==> src/rtl/ysyx_2022040010_mul_ctrl_if.sv <==
// ysyx_2022040010_mul_ctrl_if: decode, multiplier and writeback signals of the RV64M multiply controller
interface ysyx_2022040010_mul_ctrl_if;
  logic flush;
  logic in_valid;
  logic in_ready;
  logic [2:0] in_op;
  logic [63:0] in_rs1;
  logic [63:0] in_rs2;
  logic [4:0] in_rd;
  logic mul_ina_s;
  logic [63:0] mul_ina;
  logic mul_inb_s;
  logic [63:0] mul_inb;
  logic [2:0] mul_sel_hilo;
  logic [63:0] mul_result;
  logic mul_over;
  logic out_valid;
  logic out_ready;
  logic [4:0] out_rd;
  logic [63:0] out_data;
  logic busy;
  modport master(
    output flush, in_valid, in_op, in_rs1, in_rs2, in_rd, mul_result, mul_over, out_ready,
    input in_ready, mul_ina_s, mul_ina, mul_inb_s, mul_inb, mul_sel_hilo, out_valid, out_rd, out_data, busy
  );
  modport slave(
    input flush, in_valid, in_op, in_rs1, in_rs2, in_rd, mul_result, mul_over, out_ready,
    output in_ready, mul_ina_s, mul_ina, mul_inb_s, mul_inb, mul_sel_hilo, out_valid, out_rd, out_data, busy
  );
endinterface

==> src/rtl/ysyx_2022040010_mul_ctrl.sv <==
// ysyx_2022040010_mul_ctrl: EX-stage issue/collect controller holding operands on a multicycle multiplier
// Define MUL_CTRL_FUSE_EN to add a one-entry result cache that short-circuits a repeated {op,rs1,rs2}.
module ysyx_2022040010_mul_ctrl #(
  parameter int LATENCY = 2
) (
  input logic clk,
  input logic ret,
  ysyx_2022040010_mul_ctrl_if.slave b
);
  typedef enum logic [1:0] {IDLE, CALC, DONE} state_t;
  state_t r_state;
  logic [3:0] r_cnt;
  logic r_out_valid;
  logic r_sa;
  logic r_sb;
  logic [2:0] r_sel;
  logic [63:0] r_a;
  logic [63:0] r_b;
  logic [63:0] r_data;
  logic [4:0] r_rd;
  logic w_ready;
  logic w_accept;
  logic w_hit;
  logic w_sa;
  logic w_sb;
  logic [2:0] w_sel;
  logic [63:0] w_hit_data;
  always_comb begin
    w_ready = !ret && !b.flush && (r_state == IDLE || (r_state == DONE && b.out_ready));
    w_accept = b.in_valid && w_ready;
    w_sa = b.in_op == 3'd1 || b.in_op == 3'd2;
    w_sb = b.in_op == 3'd1;
    w_sel = (b.in_op != 3'd0 && b.in_op < 3'd4) ? 3'b010 : (b.in_op == 3'd4) ? 3'b001 : 3'b100;
  end
`ifdef MUL_CTRL_FUSE_EN
  logic r_c_v;
  logic [2:0] r_c_op;
  logic [2:0] r_k_op;
  logic [63:0] r_c_a;
  logic [63:0] r_c_b;
  logic [63:0] r_c_d;
  logic [63:0] r_k_a;
  logic [63:0] r_k_b;
  assign w_hit = r_c_v && b.in_op == r_c_op && b.in_rs1 == r_c_a && b.in_rs2 == r_c_b;
  assign w_hit_data = r_c_d;
  // r_k_* remembers the key of the op in flight so the entry is written only once its result is taken
  always_ff @(posedge clk) begin
    if (ret || b.flush) begin
      r_c_v <= 1'b0;
    end else begin
      if (r_state == DONE && b.out_ready) begin
        r_c_v <= 1'b1;
        r_c_op <= r_k_op;
        r_c_a <= r_k_a;
        r_c_b <= r_k_b;
        r_c_d <= r_data;
      end
      if (w_accept) begin
        r_k_op <= b.in_op;
        r_k_a <= b.in_rs1;
        r_k_b <= b.in_rs2;
      end
    end
  end
`else
  assign w_hit = 1'b0;
  assign w_hit_data = '0;
`endif
  always_ff @(posedge clk) begin
    if (ret) begin
      r_state <= IDLE;
      r_cnt <= '0;
      r_out_valid <= 1'b0;
      r_data <= '0;
      r_rd <= '0;
      r_a <= '0;
      r_b <= '0;
      r_sa <= 1'b0;
      r_sb <= 1'b0;
      r_sel <= '0;
    end else if (b.flush) begin
      r_state <= IDLE;
      r_out_valid <= 1'b0;
    end else if (w_accept) begin
      r_rd <= b.in_rd;
      r_state <= w_hit ? DONE : CALC;
      r_out_valid <= w_hit;
      r_cnt <= 4'(LATENCY - 1);
      if (w_hit) begin
        r_data <= w_hit_data;
      end else begin
        r_a <= b.in_rs1;
        r_b <= b.in_rs2;
        r_sa <= w_sa;
        r_sb <= w_sb;
        r_sel <= w_sel;
      end
    end else if (r_state == CALC && r_cnt != 4'd0) begin
      r_cnt <= r_cnt - 4'd1;
    end else if (r_state == CALC) begin
      r_data <= b.mul_result;
      r_state <= DONE;
      r_out_valid <= 1'b1;
    end else if (r_state == DONE && b.out_ready) begin
      r_state <= IDLE;
      r_out_valid <= 1'b0;
    end
  end
  always_ff @(posedge clk) begin
    if (!ret && !b.flush && r_state == CALC && r_cnt == 4'd0)
      assert (b.mul_over) else $error("mul_ctrl: multiplier result not valid at capture");
  end
  assign b.in_ready = w_ready;
  assign b.mul_ina = r_a;
  assign b.mul_inb = r_b;
  assign b.mul_ina_s = r_sa;
  assign b.mul_inb_s = r_sb;
  assign b.mul_sel_hilo = r_sel;
  assign b.out_valid = r_out_valid;
  assign b.out_data = r_data;
  assign b.out_rd = r_rd;
  assign b.busy = r_state != IDLE;
endmodule
==> src/flat_wrapper.sv <==
// flat-port wrapper written by rule: the top's interface ports become plain ports
module ysyx_2022040010_mul_ctrl_flat 
#(
  parameter int LATENCY = 2
)
  (clk, ret, b_flush, b_in_valid, b_in_op, b_in_rs1, b_in_rs2, b_in_rd, b_mul_result, b_mul_over, b_out_ready, b_in_ready, b_mul_ina_s, b_mul_ina, b_mul_inb_s, b_mul_inb, b_mul_sel_hilo, b_out_valid, b_out_rd, b_out_data, b_busy);
  ysyx_2022040010_mul_ctrl_if b_i ();
  input logic clk;
  input logic ret;
  input wire logic [$bits(b_i.flush)-1:0] b_flush;
  input wire logic [$bits(b_i.in_valid)-1:0] b_in_valid;
  input wire logic [$bits(b_i.in_op)-1:0] b_in_op;
  input wire logic [$bits(b_i.in_rs1)-1:0] b_in_rs1;
  input wire logic [$bits(b_i.in_rs2)-1:0] b_in_rs2;
  input wire logic [$bits(b_i.in_rd)-1:0] b_in_rd;
  input wire logic [$bits(b_i.mul_result)-1:0] b_mul_result;
  input wire logic [$bits(b_i.mul_over)-1:0] b_mul_over;
  input wire logic [$bits(b_i.out_ready)-1:0] b_out_ready;
  output wire logic [$bits(b_i.in_ready)-1:0] b_in_ready;
  output wire logic [$bits(b_i.mul_ina_s)-1:0] b_mul_ina_s;
  output wire logic [$bits(b_i.mul_ina)-1:0] b_mul_ina;
  output wire logic [$bits(b_i.mul_inb_s)-1:0] b_mul_inb_s;
  output wire logic [$bits(b_i.mul_inb)-1:0] b_mul_inb;
  output wire logic [$bits(b_i.mul_sel_hilo)-1:0] b_mul_sel_hilo;
  output wire logic [$bits(b_i.out_valid)-1:0] b_out_valid;
  output wire logic [$bits(b_i.out_rd)-1:0] b_out_rd;
  output wire logic [$bits(b_i.out_data)-1:0] b_out_data;
  output wire logic [$bits(b_i.busy)-1:0] b_busy;
  assign b_i.flush = b_flush;
  assign b_i.in_valid = b_in_valid;
  assign b_i.in_op = b_in_op;
  assign b_i.in_rs1 = b_in_rs1;
  assign b_i.in_rs2 = b_in_rs2;
  assign b_i.in_rd = b_in_rd;
  assign b_i.mul_result = b_mul_result;
  assign b_i.mul_over = b_mul_over;
  assign b_i.out_ready = b_out_ready;
  assign b_in_ready = b_i.in_ready;
  assign b_mul_ina_s = b_i.mul_ina_s;
  assign b_mul_ina = b_i.mul_ina;
  assign b_mul_inb_s = b_i.mul_inb_s;
  assign b_mul_inb = b_i.mul_inb;
  assign b_mul_sel_hilo = b_i.mul_sel_hilo;
  assign b_out_valid = b_i.out_valid;
  assign b_out_rd = b_i.out_rd;
  assign b_out_data = b_i.out_data;
  assign b_busy = b_i.busy;
  ysyx_2022040010_mul_ctrl #(.LATENCY(LATENCY)) u_core (.clk(clk), .ret(ret), .b(b_i));
endmodule
==> config.mk <==
export PLATFORM = sky130hd
export DESIGN_NAME = ysyx_2022040010_mul_ctrl_flat
export DESIGN_NICKNAME = d
export VERILOG_FILES = /design/src/rtl/ysyx_2022040010_mul_ctrl_if.sv /design/src/rtl/ysyx_2022040010_mul_ctrl.sv /design/src/flat_wrapper.sv
export SDC_FILE = /design/constraint.sdc
export NUM_CORES = 1
export LEC_CHECK = 0
export ABC_AREA = 1
export ABC_CLOCK_PERIOD_IN_PS = 1600
export CAP_MARGIN = 20
export CORE_AREA = 2 2 159 161
export CTS_CLUSTER_DIAMETER = 30
export DETAILED_ROUTE_END_ITERATION = 8
export DIE_AREA = 0 0 161 163
export GPL_TIMING_DRIVEN = 0
export PLACE_DENSITY = 0.65
export SETUP_SLACK_MARGIN = 0.02
export SKIP_CTS_REPAIR_TIMING = 1
export SLEW_MARGIN = 20
export SYNTH_ARGS = -nofsm -noshare
export SYNTH_HDL_FRONTEND = slang
export SYNTH_SLANG_ARGS = --single-unit
==> constraint.sdc <==
create_clock -name clk -period 1.6 [get_ports clk]
set_input_delay 0.16 -clock clk [delete_from_list [all_inputs] [get_ports clk]]
set_output_delay 0.16 -clock clk [all_outputs]
set_load 0.02 [all_outputs]
# After elaboration in Yosys (flattened, before gate mapping)

Cells that the tools add are included.

Register bits: 209
Bits of input ports: 206
Output and inout bits: 205
Word-level logic and storage cells: 56

Add/sub/neg operators: 1
Order comparisons: 1
Equal/unequal tests: 6
Muxes and demuxes: 10
Bitwise logic cells: 3
Reductions and logical operators: 24

Operators by type and width:

| kind                                                 | count |
|---|---|
| 2-to-1 mux 4 bit                                     | 2 |
| AND reduction 2 bit                                  | 4 |
| logical AND 1 bit                                    | 6 |
| 2-to-1 mux 3 bit                                     | 2 |
| nonzero test 2 bit                                   | 3 |
| nonzero test 3 bit                                   | 2 |
| 2-to-1 mux 1 bit                                     | 4 |
| 2-to-1 mux 2 bit                                     | 2 |
| AND reduction 4 bit                                  | 1 |
| nonzero test 4 bit                                   | 1 |
| subtractor 4 x 1 -> 4 bit (second input constant)    | 1 |
| equality test 3 x 1 -> 1 bit (second input constant) | 1 |
| equality test 3 x 2 -> 1 bit (second input constant) | 1 |
| equality test 3 bit (second input constant)          | 1 |
| < comparator 3 bit (second input constant)           | 1 |
| inverter 1 bit                                       | 3 |
| OR reduction 3 bit                                   | 1 |
| equality test 2 x 1 -> 1 bit (second input constant) | 1 |
| equality test 2 bit (second input constant)          | 1 |
| logical NOT 1 bit                                    | 2 |
| logical NOT 2 bit                                    | 1 |
| logical OR 1 bit                                     | 2 |
| != test 2 x 1 -> 1 bit (second input constant)       | 1 |
| OR reduction 2 bit                                   | 1 |

# Depth between registers and ports, before layout

Depth after elaboration: 7
Depth in mapped cells: 9
Depth with buffers taken out: 9

# Worst setup path before layout

OpenSTA, ideal clock, no wires.

Path type: flip-flop to flip-flop
Start point: reg u_core.b.out_valid (netlist name)
End point: reg u_core.r_a[30] (netlist: u_core.b.mul_ina[30])
Setup time: 0.070 ns
Data arrival time: 1.285 ns
Data required time: 1.530 ns
Slack: 0.245 ns
Cell stages (with the launch flop): 8
Path buffers: 2
Clock period less this slack: 1.355 ns
Cells stage by stage: dfxtp_1 -> a21oi_1 -> nand3_2 -> inv_2 -> buf_6 -> buf_6 -> nand2_1 -> a21oi_1

RTL lines:

| element              | line                           | RTL |
|---|---|---|
| end signal, assigned | ysyx_2022040010_mul_ctrl.sv:92 | `r_a <= b.in_rs1;` |
| end, declared        | ysyx_2022040010_mul_ctrl.sv:17 | `logic [63:0] r_a;` |

==> results.txt <==
The flow ran to the end, and the final reports show no timing, DRC or antenna violations. The placed wire-length estimate after detailed placement is about 21000 um. TritonCTS created between 40 and 50 clock buffers. between 400 and 500 I/O pins were placed.

The worst setup path is captured at a primary output. After the first detailed-routing iteration, the DRC count stood at 398. The internal power consumption is roughly 0.013 W. Across every metal layer, demand over resource in global routing totals between 20% and 30%.

The maximum ir drop on the vdd rail came out at 0.982 mV. The finished cells cover around 0.014 mm^2. 0 antenna diodes ended up in the layout.

The launching element type of the critical path is a flop. The arrival time at the worst endpoint is between 1000 and 1500 ps. The number of buffers and inverters on the critical path is 2. The transition time of the tightest slew-check pin is 619 ps. The most common library cell in the layout ignoring fill and taps is nand2_1. The number of placement rows is 58.

The worst-case register-to-register setup slack is roughly 110 ps. Once the floorplan was initialized, standard cells occupied 30.3% of the core. The number of slew-limit violations in the final report came out at 0. The worst setup path is of the reg -> out kind. Timing would allow up to around 0.65 GHz. The die boundary width came out at between 150 and 200 um. The maximum root-to-sink buffer count came out at 3. The distinct cell type count after synthesis came out at 19. The critical-path cell with the highest stage delay is dfxtp_1. The clock network burns around 60% of the power. The number of nets still failing antenna checks after routing is 0. The first-pass iteration count of the detailed router came out at 5. The number of warnings issued by yosys is 0.

The area of the die is around 0.026 mm^2. The floorplan core area is roughly 0.025 mm^2. The sequential fraction of design power came out at between 30% and 40%. The total setup violations reported at the end of the flow came out at 0. The clock-pin slew reported for the worst setup and hold paths after clock tree synthesis is about 40 ps. The wire length per cell came out at 16.5 um. The area occupied by multi-input gates is just under 0.003 mm^2. The minimum period implied by the final worst setup slack came out at approximately 1500 ps.

The signed area change from the synthesized netlist to the final layout is 91.5%. The library cells used most frequently in the layout, excluding fill and tap cells, are nand2_1, dfxtp_1, clkdlybuf4s50_1, dlymetal6s2s_1, a21oi_1. The signal on the critical path passes through a21oi_2 > nand2_1 > inv_1 > buf_4. The post-route clock period utilization is about 96%. Entering global routing, the biggest net connects 13 pins.

The clock skew after layout came out at 17.5 ps. The filler cells instantiated in the layout total about 2200. For this run, the slowest stage of the critical path takes around 340 ps.

The sum of negative setup slack came out at 0 ps. The path type of the worst min-delay path is in -> reg. The total placed instance area came out at between 0.01 and 0.015 mm^2.

Among cell families on the critical path, the largest total delay comes from flip-flops. Net switching is between 20% and 30% of the power. The die is around 160 um tall. The via count of the first global-routing pass is approximately 8000. The sum of routed wire length over all layers is about 29000 um. Counting every instance in the synthesized netlist gives ~950. The largest fanout on the critical path came out at 4.

The headroom to the max-slew limit is 58.7%. The later-pin clock latency in the skew report is ~520 ps. The minimum hold slack came out at 116 ps. Buffers placed on the I/O ports in this run total ~410. The synthesized area came out at about 0.0075 mm^2. The post-synth net total is 1158.

The clock tree from TritonCTS is done. The footprint of the flip-flops and latches came out at 0.00417 mm^2. The root buffer cell chosen for the clock tree is clkbuf_16. The vias per cell is 4.56. The power per cell area came out at 1190 mW/mm^2.

The total congestion overflow after global routing came out at 0. The leakage power figure came out at between 8 and 9 nW. For the worst setup path, the data required time is ~1400 ps. The wire length of the first global-routing pass came out at 42900 um. The total count of hold-check failures in the final report came out at 0. Sequential cells were found to cover a little under three fifths of the synthesized design area. The fraction of post-synthesis cell area in the top cell type by area came out at 55.6%. The residual DRC count came out at 0. Counting every sink on the clock net gives between 200 and 250. The register bit count reported by yosys is approximately 210. The net load switching power is 0.00389 W. The mean instance size in the synthesized netlist came out at a little under 8 um^2.

The total vias in the final route came out at around 8100. Max-cap violations in this run came to 0. Of all cell types, the one taking the most synthesized area is dfxtp_1. The weighted congestion reported at the end of routability-driven placement is between 0.8 and 0.9.

By area the synthesized netlist is led by dfxtp_1, nand2_1, a21oi_1. The net count of the finished layout is approximately 1600. The fraction of layout instances using a drive strength above 1 came out at 10.2%. The H-tree depth reported by CTS came out at 2. Of the total power, combinational logic draws 9.5%. Setup repair after global routing could not meet its margin everywhere.

The initial antenna violation count came out at 0.
[worst paths after layout]
kind / from / endpoint / cells after the start
setup / recovery: u_core.b.out_valid / b_in_ready / 4
hold / removal: ret / u_core.b.out_valid / 4
setup reg to reg: u_core.b.out_valid / u_core.b.mul_inb[56] / 7
hold reg to reg: u_core.b.out_data[0] / u_core.b.out_data[0] / 2
[through the flow]
step,cells,setup slack [ps],util (%),power [W]
floorplan,948,245,-,0.00615
global placement,1686,-441,48.6,0.00714
detailed placement,1686,-440,48.6,0.00715
CTS,1778,-499,55.4,0.0173
global route,1781,-5.25,58.1,0.0177
finish,1781,68.0,58.1,0.0171
[logic make-up after synthesis]
| kind of cell | count (synthesis) | synth area share [%] |
|---|---|---|
| AOI/OAI and AO/OA | 211 | 14.1 |
| xor gates and xnor gates | 2 | 0.234 |
| adders and majority gates | 4 | 0.669 |
| and+or+nand+nor | 434 | 23.2 |
| buffers and inverters | 89 | 6.19 |
| DFF | 208 | 55.6 |
[cell type report]
cell class              count  area share (%)
repair buffers            411            32.1
well taps                 330            2.88
plain buffers              73            3.26
clock inverters            25            2.14
clock buffers              67            9.67
multi-input cells         651            20.4
flip-flops and latches    208            29.1
inverters                  16           0.454
[power groups by stage]
stage,Sequential [W],Combinational [W],Clock (W)
after floorplan,0.00571,0.000442,0
after global placement,0.00553,0.00162,0
after detailed placement,0.00553,0.00162,0
after CTS,0.00544,0.00163,0.0102
after global routing,0.00545,0.00174,0.0105
final,0.00544,0.00163,0.0100
[registers in the layout (all words and copies together) (netlist names), 3 cells and up]
signal,flops
u_core.b.mul_ina,64
u_core.b.mul_inb,64
u_core.b.out_data,64
u_core.b.out_rd,5
u_core.r_cnt,4
u_core.b.mul_sel_hilo,3
[layer usage]
layer / up-vias / track usage (%) / routed length, um
met5: - / 0 / 0
met4: 0 / 7.55 / 884
met3: 67 / 8.17 / 2880
met2: 350 / 35.3 / 14200
met1: 3668 / 23.1 / 11500
li1: 4042 / - / -
[cells in the mapped netlist]
cell type and instances:
inv_2 3, nor3_1 1, buf_2 25, a21oi_1 208, nor2_1 10, buf_6 10
xor2_1 2, clkbuf_1 31, nand3_2 1, inv_1 13, ha_1 4, buf_1 1
o21ai_0 3, buf_4 6, nand2_1 353, nand3_1 65, nand4_1 3, dfxtp_1 208
nor2_4 1
[worst min-delay path, delay by kind of cell]
| kind | cells | cell delay (ps) |
|---|---|---|
| simple gates | 2 | 130 |
| buf+inv | 2 | 280 |
Note: power is estimated with default switching activity, not from simulation.
